`src/rtl/mac_pkg.sv`:
```
// rtl/mac_pkg.sv - shared types, widths and carry-save helper for the dot-product MAC
//
// Contents:
//   state_t         FSM states IDLE/RUN/DRAIN/DONE
//   OP_W, PROD_W    operand and product widths (8, 16)
//   DEFAULT_N_TERMS default operand pairs per dot product
//   DEFAULT_ACC_W   product width plus headroom for DEFAULT_N_TERMS full-scale terms
//   csa()           3:2 carry-save compressor; [0] = sum row, [1] = carry row (pre-shifted)
package mac_pkg;

    typedef enum logic [1:0] {
        IDLE  = 2'd0,
        RUN   = 2'd1,
        DRAIN = 2'd2,
        DONE  = 2'd3
    } state_t;

    localparam int OP_W            = 8;
    localparam int PROD_W          = 16;
    localparam int DEFAULT_N_TERMS = 8;
    localparam int DEFAULT_ACC_W   = PROD_W + $clog2(DEFAULT_N_TERMS);

    function automatic logic [1:0][PROD_W-1:0] csa(
        input logic [PROD_W-1:0] x,
        input logic [PROD_W-1:0] y,
        input logic [PROD_W-1:0] z
    );
        logic [PROD_W-1:0] s;
        logic [PROD_W-1:0] c;
        s = x ^ y ^ z;
        c = (x & y) | (x & z) | (y & z);
        return {c << 1, s};
    endfunction

endpackage

```
`src/rtl/wallace_multiplier.sv`:
```
// rtl/wallace_multiplier.sv - combinational 8x8 unsigned Wallace-tree multiplier
//
// Ports:
//   a  in  8   multiplicand
//   b  in  8   multiplier
//   p  out 16  a * b
module wallace_multiplier
    import mac_pkg::*;
(
    input  logic [OP_W-1:0]   a,
    input  logic [OP_W-1:0]   b,
    output logic [PROD_W-1:0] p
);

    logic [PROD_W-1:0] pp [OP_W];

    for (genvar i = 0; i < OP_W; i++) begin : g_pp
        assign pp[i] = b[i] ? (PROD_W'(a) << i) : '0;
    end

    // Reduction tree 8 -> 6 -> 4 -> 3 -> 2 rows, then one carry-propagate add.
    // Carries leaving bit 15 are dropped; the true product always fits in 16 bits.
    logic [1:0][PROD_W-1:0] l1a, l1b, l2a, l2b, l3, l4;

    assign l1a = csa(pp[0], pp[1], pp[2]);
    assign l1b = csa(pp[3], pp[4], pp[5]);
    assign l2a = csa(l1a[0], l1a[1], l1b[0]);
    assign l2b = csa(l1b[1], pp[6], pp[7]);
    assign l3  = csa(l2a[0], l2a[1], l2b[0]);
    assign l4  = csa(l3[0], l3[1], l2b[1]);

    assign p = l4[0] + l4[1];

endmodule

```
`src/rtl/wallace_dot_mac.sv`:
```
// rtl/wallace_dot_mac.sv - streaming dot-product accumulator around wallace_multiplier
//
// Build option: SATURATE_EN - accumulator clamps at all-ones instead of wrapping.
//
// Ports:
//   clk        in   1      rising-edge clock
//   rst        in   1      asynchronous active-high reset
//   start      in   1      begin a new dot product (IDLE only)
//   a, b       in   8      unsigned operand pair
//   in_valid   in   1      a/b valid
//   in_ready   out  1      operand pair accepted this cycle when in_valid
//   acc        out  ACC_W  final sum, valid while out_valid
//   out_valid  out  1      result available, held until out_ready
//   out_ready  in   1      consumer takes the result
//   busy       out  1      run or drain in progress
module wallace_dot_mac
    import mac_pkg::*;
#(
    parameter int N_TERMS = DEFAULT_N_TERMS,
    parameter int ACC_W   = DEFAULT_ACC_W
) (
    input  logic             clk,
    input  logic             rst,
    input  logic             start,
    input  logic [OP_W-1:0]  a,
    input  logic [OP_W-1:0]  b,
    input  logic             in_valid,
    output logic             in_ready,
    output logic [ACC_W-1:0] acc,
    output logic             out_valid,
    input  logic             out_ready,
    output logic             busy
);

    localparam int               CNT_W     = $clog2(N_TERMS + 1);
    localparam logic [CNT_W-1:0] LAST_IDX  = CNT_W'(N_TERMS - 1);

    state_t            state, state_nxt;
    logic [CNT_W-1:0]  cnt;
    logic [OP_W-1:0]   a_in, b_in, a_op, b_op;
    logic              v0, v1, v2;
    logic [PROD_W-1:0] prod, prod_q;
    logic [ACC_W-1:0]  acc_next;
    logic              begin_run, accept, last_accept, drain_done;

    assign begin_run   = (state == IDLE) && start;
    assign accept      = (state == RUN) && in_valid && in_ready;
    assign last_accept = accept && (cnt == LAST_IDX);
    // Last product lands in acc on this edge: it sits in prod_q and nothing is behind it.
    assign drain_done  = (state == DRAIN) && v2 && !v1 && !v0;
    assign busy        = (state == RUN) || (state == DRAIN);

    always_ff @(posedge clk or posedge rst) begin
        if (rst) state <= IDLE;
        else     state <= state_nxt;
    end

    always_comb begin
        state_nxt = state;
        case (state)
            IDLE:    if (start)       state_nxt = RUN;
            RUN:     if (last_accept) state_nxt = DRAIN;
            DRAIN:   if (drain_done)  state_nxt = DONE;
            DONE:    if (out_ready)   state_nxt = IDLE;
            default:                  state_nxt = IDLE;
        endcase
    end

    // Accepted pairs pass an input register before the operand register so the
    // multiplier is fed register-to-register, isolated from upstream timing.
    wallace_multiplier u_mult (
        .a (a_op),
        .b (b_op),
        .p (prod)
    );

`ifdef SATURATE_EN
    logic [ACC_W:0] acc_sum;
    assign acc_sum  = {1'b0, acc} + (ACC_W + 1)'(prod_q);
    assign acc_next = acc_sum[ACC_W] ? '1 : acc_sum[ACC_W-1:0];
`else
    assign acc_next = acc + ACC_W'(prod_q);
`endif

    always_ff @(posedge clk or posedge rst) begin
        if (rst) begin
            cnt       <= '0;
            a_in      <= '0;
            b_in      <= '0;
            a_op      <= '0;
            b_op      <= '0;
            prod_q    <= '0;
            v0        <= 1'b0;
            v1        <= 1'b0;
            v2        <= 1'b0;
            acc       <= '0;
            in_ready  <= 1'b0;
            out_valid <= 1'b0;
        end else begin
            v0 <= accept;
            v1 <= v0;
            v2 <= v1;
            if (accept) begin
                a_in <= a;
                b_in <= b;
                cnt  <= cnt + 1'b1;
            end
            if (v0) begin
                a_op <= a_in;
                b_op <= b_in;
            end
            if (v1) prod_q <= prod;

            if (begin_run) begin
                cnt      <= '0;
                acc      <= '0;
                in_ready <= 1'b1;
            end else begin
                if (last_accept) in_ready <= 1'b0;
                if (v2)          acc      <= acc_next;
            end

            if (drain_done)                       out_valid <= 1'b1;
            else if (state == DONE && out_ready)  out_valid <= 1'b0;
        end
    end

endmodule

```
`config.mk`:
```
export PLATFORM = sky130hd
export DESIGN_NAME = wallace_dot_mac
export DESIGN_NICKNAME = d
export VERILOG_FILES = /design/src/rtl/mac_pkg.sv /design/src/rtl/wallace_multiplier.sv /design/src/rtl/wallace_dot_mac.sv
export SDC_FILE = /design/constraint.sdc
export NUM_CORES = 1
export LEC_CHECK = 0
export CORE_ASPECT_RATIO = 1.5
export CORE_MARGIN = 2
export CORE_UTILIZATION = 42
export CTS_BUF_LIST = sky130_fd_sc_hd__clkbuf_16
export CTS_CLUSTER_DIAMETER = 80
export CTS_CLUSTER_SIZE = 8
export DETAILED_ROUTE_END_ITERATION = 8
export SLEW_MARGIN = 5
export SYNTH_ARGS = -nofsm -noshare
export SYNTH_HDL_FRONTEND = slang
export SYNTH_SLANG_ARGS = --single-unit
```
`constraint.sdc`:
```
create_clock -name clk -period 10.5 [get_ports clk]
set_input_delay 1.05 -clock clk [delete_from_list [all_inputs] [get_ports clk]]
set_output_delay 1.05 -clock clk [all_outputs]
set_load 0.1 [all_outputs]
```
==> run summary <==
Of all nets on the critical path, the largest fanout is 9. Data arrival time of the critical path: 5020 ps. The number of global-route vias before repair was 4,416. In the layout the commonest cells are 95 x nand2_1, 78 x dfrtp_1, 51 x inv_1. Entering global routing, the biggest net connects 79 pins. Measured along the x axis, the die boundary spans 99.7 um. In this run the number of H-tree levels came out at 3. For the all-layer global routing usage, the log shows 17.8%. Of the cells placed in the final design, the portion with a size suffix greater than 1 is 8.68%.

In the synthesized netlist the dominant register cell turns out to be dfrtp_1. The initial utilization of the core area, before any placement, comes to 42.8%. The tools report the global-route track usage on met2 as 33.2%. The congestion estimate from routability-driven global placement came to 0.851. The tools report the I/O pin count as 43.

The most frequent standard cell in the layout excluding fill and tap cells is nand2_1. The core region is 13,500 um^2. Counting flops with a built-in enable in the synthesized netlist gives 0. The logs give 9.38 mm for the HPWL after detailed placement and 0 for the final-report max-slew violation count. At the end of the flow, the number of nets in the layout was 737. The logs give 34.5% for the max-slew headroom at the worst pin and 78 for the clock net sink count. The number of DRC markers in iteration 0 is 152, and the count of yosys warnings during synthesis is 0. The count of unique library cells instantiated by Yosys is 58. The buffers inserted during post-CTS setup optimization is 0, and the number of buffers added on ports is 42. The final period demand of the worst path was 4820 ps; the area overhead of the layout relative to synthesis was 15.5%. Setup repair after global routing left no endpoint under its margin. For this run, design rule violations remaining after detail routing come to 0. TritonCTS built the clock tree. Averaged over all synthesized cells, the footprint is 9.81 um^2. The met1 track demand over resource was 20.3%; the post-synthesis cell count was 588. The fraction of synthesis flops using an asynchronous set or reset pin was 100%.

The tools report the fmax as 207 MHz. In this run, synthesis produced a sequential element count of 78. The count of endpoints failing hold in the final timing report was 0; the global routing met3 resource utilization was 3.36%. Clock-pin slew was measured on the worst setup and hold paths at 70 ps.

Counting every net in the synthesized netlist gives 696. The min-delay analysis places its worst path in the category register to register. For the pin with the worst max-slew slack, the measured transition is 983 ps. The flow ran to the end, and the final reports show no timing, DRC or antenna violations. The antenna cell count was 0.

Setup violations remaining at the end of the flow were counted as 0. The critical path startpoint category is a register. The worst clock skew was 8.09 ps. The average wire length per cell after detail routing came out at 15.1 um. The total detailed-routing wirelength is 12.0 mm. The wire length of the first global-routing pass came out at 21.0 mm.

In the final timing run, aggregate negative setup slack is 0 ps. The worst endpoint required time was 10,700 ps; the remaining number of nets flagged by the antenna check after routing was 0. Dividing the final minimum period by the clock period gives 45.9%. The die covers 14,700 um^2. The tool flagged a number of max-cap violations equal to 0.

The logs give 0 for the total congestion overflow and 33.8% for the sequential-to-total area share from yosys stat. Initial antenna violation count: 0. For the number of vias in the routed layout, the log shows 4,283.

The first TritonRoute pass finished after 5 iterations. The die height is 148 um, and the clock latency of the later-clocked register in the worst-skew pair is 340 ps. Using the TritonRoute via totals, the vias-per-cell ratio works out to 5.38. In this run the deepest clock path goes through 2 buffers. After floorplanning, the core was divided into 52 placement rows. Post-CTS repair changed the size of 0 cells. The worst setup path is captured at a register.

CTS placed an instance of clkbuf_16 at the clock tree root. Buffers inserted during clock tree synthesis total 9. The worst setup path is of the register to register kind.

Buffers inserted to repair hold after CTS numbered 0. The layer flagged by global routing as most heavily used is met2. The mapped netlist covers 5770 um^2.
[cells in the mapped netlist (2+ instances only)]
cell | count | share of area (%)
nand2_1 | 95 | 6.2
dfrtp_1 | 78 | 34
inv_1 | 52 | 3.4
and2_1 | 48 | 5.2
ha_1 | 47 | 10
fa_1 | 40 | 14
nor2_1 | 34 | 2.2
mux2_2 | 26 | 5.1
a21oi_1 | 20 | 1.7
o21ai_0 | 15 | 1.3
clkbuf_1 | 14 | 0.91
nor3_1 | 12 | 1.0
a21o_1 | 9 | 1.2
a211oi_1 | 8 | 1.0
nand3_1 | 7 | 0.61
xnor2_1 | 7 | 1.1
mux2i_1 | 5 | 0.87
o21a_1 | 5 | 0.65
xor2_1 | 5 | 0.76
nor3b_1 | 4 | 0.52
o211ai_1 | 4 | 0.52
nand3b_1 | 3 | 0.39
nor4_1 | 3 | 0.33
or3_1 | 3 | 0.33
a2111oi_2 | 2 | 0.52
a211o_1 | 2 | 0.30
nand4_1 | 2 | 0.22
nand4b_1 | 2 | 0.30
nor2b_1 | 2 | 0.22
o211a_1 | 2 | 0.35
o21bai_1 | 2 | 0.26
o22ai_1 | 2 | 0.22
o311ai_0 | 2 | 0.30
or4_1 | 2 | 0.26
[per-layer routing]
| metal | vias up | part of all wire (%) |
|---|---|---|
| met5 | - | 0 |
| met4 | 0 | 2.0 |
| met3 | 21 | 2.0 |
| met2 | 67 | 54 |
| met1 | 2125 | 42 |
| li1 | 2070 | - |
[sequential cells by signal, indices dropped and copies added, names as in the netlist, 2 cells and up]
| name | flops |
|---|---|
| a_in | 8 |
| a_op | 8 |
| acc | 19 |
| b_in | 8 |
| b_op | 8 |
| cnt | 4 |
| prod_q | 16 |
| state | 2 |
[worst max-delay path, cell delays in order, from the launching register on]
cell and delay, ps:
dfrtp_1 470, and2_1 200, fa_1 540, inv_1 50, fa_1 480, inv_1 50
fa_1 470, ha_1 310, ha_1 210, fa_1 410, a21o_1 190, a21oi_1 300
o21ai_1 160, a2111oi_2 350, nor2_1 100, o311ai_0 380
[metrics by stage]
step / cell area (um^2) / utilization (%) / setup WS (ps) / instances / hold WS (ps)
floorplan: 5770 / - / 6090 / 588 / 352
global placement: 6360 / 47.2 / 5890 / 780 / 461
finish: 6660 / 49.5 / 5680 / 796 / 469
detailed placement: 6360 / 47.2 / 5690 / 780 / 461
global route: 6660 / 49.5 / 5440 / 796 / 510
CTS: 6660 / 49.5 / 5650 / 796 / 476
[cells by family after synthesis]
group | after synthesis | synth area share, %
flops | 78 | 33.8
fa+ha+maj | 87 | 24.1
mux | 31 | 5.94
buf+inv | 67 | 4.36
compound gates | 90 | 11.3
simple gates | 223 | 18.7
xor+xnor | 12 | 1.82
[area by class of cell]
class	count	area [um^2]
Clock buffer	9	225
Inverter	52	196
Sequential cell	78	1950
Timing Repair Buffer	45	443
Multi-Input combinational cell	443	3560
Clock inverter	7	80.1
Fill cell	1270	6800
Tap cell	162	203
[path summary, 6_finish.rpt]
| path | slack, ps | from | cells after the start | endpoint |
|---|---|---|---|---|
| setup / recovery | 5680 | b_op[3]$_DFFE_PP0P_ | 15 | prod_q[15]$_DFFE_PP0P_ |
| hold / removal | 470 | a_in[2]$_DFFE_PP0P_ | 2 | a_in[2]$_DFFE_PP0P_ |
| setup reg to reg | 5680 | b_op[3]$_DFFE_PP0P_ | 15 | prod_q[15]$_DFFE_PP0P_ |
| hold reg to reg | 470 | a_in[2]$_DFFE_PP0P_ | 2 | a_in[2]$_DFFE_PP0P_ |
| max in group asynchronous | 8530 | rst | 3 | prod_q[15]$_DFFE_PP0P_ |
| min in group asynchronous | 1340 | rst | 3 | b_in[7]$_DFFE_PP0P_ |
Power is left out: the tool's default activity adds up to more than one toggle a clock period on the data nets, which glitch-free logic cannot reach.
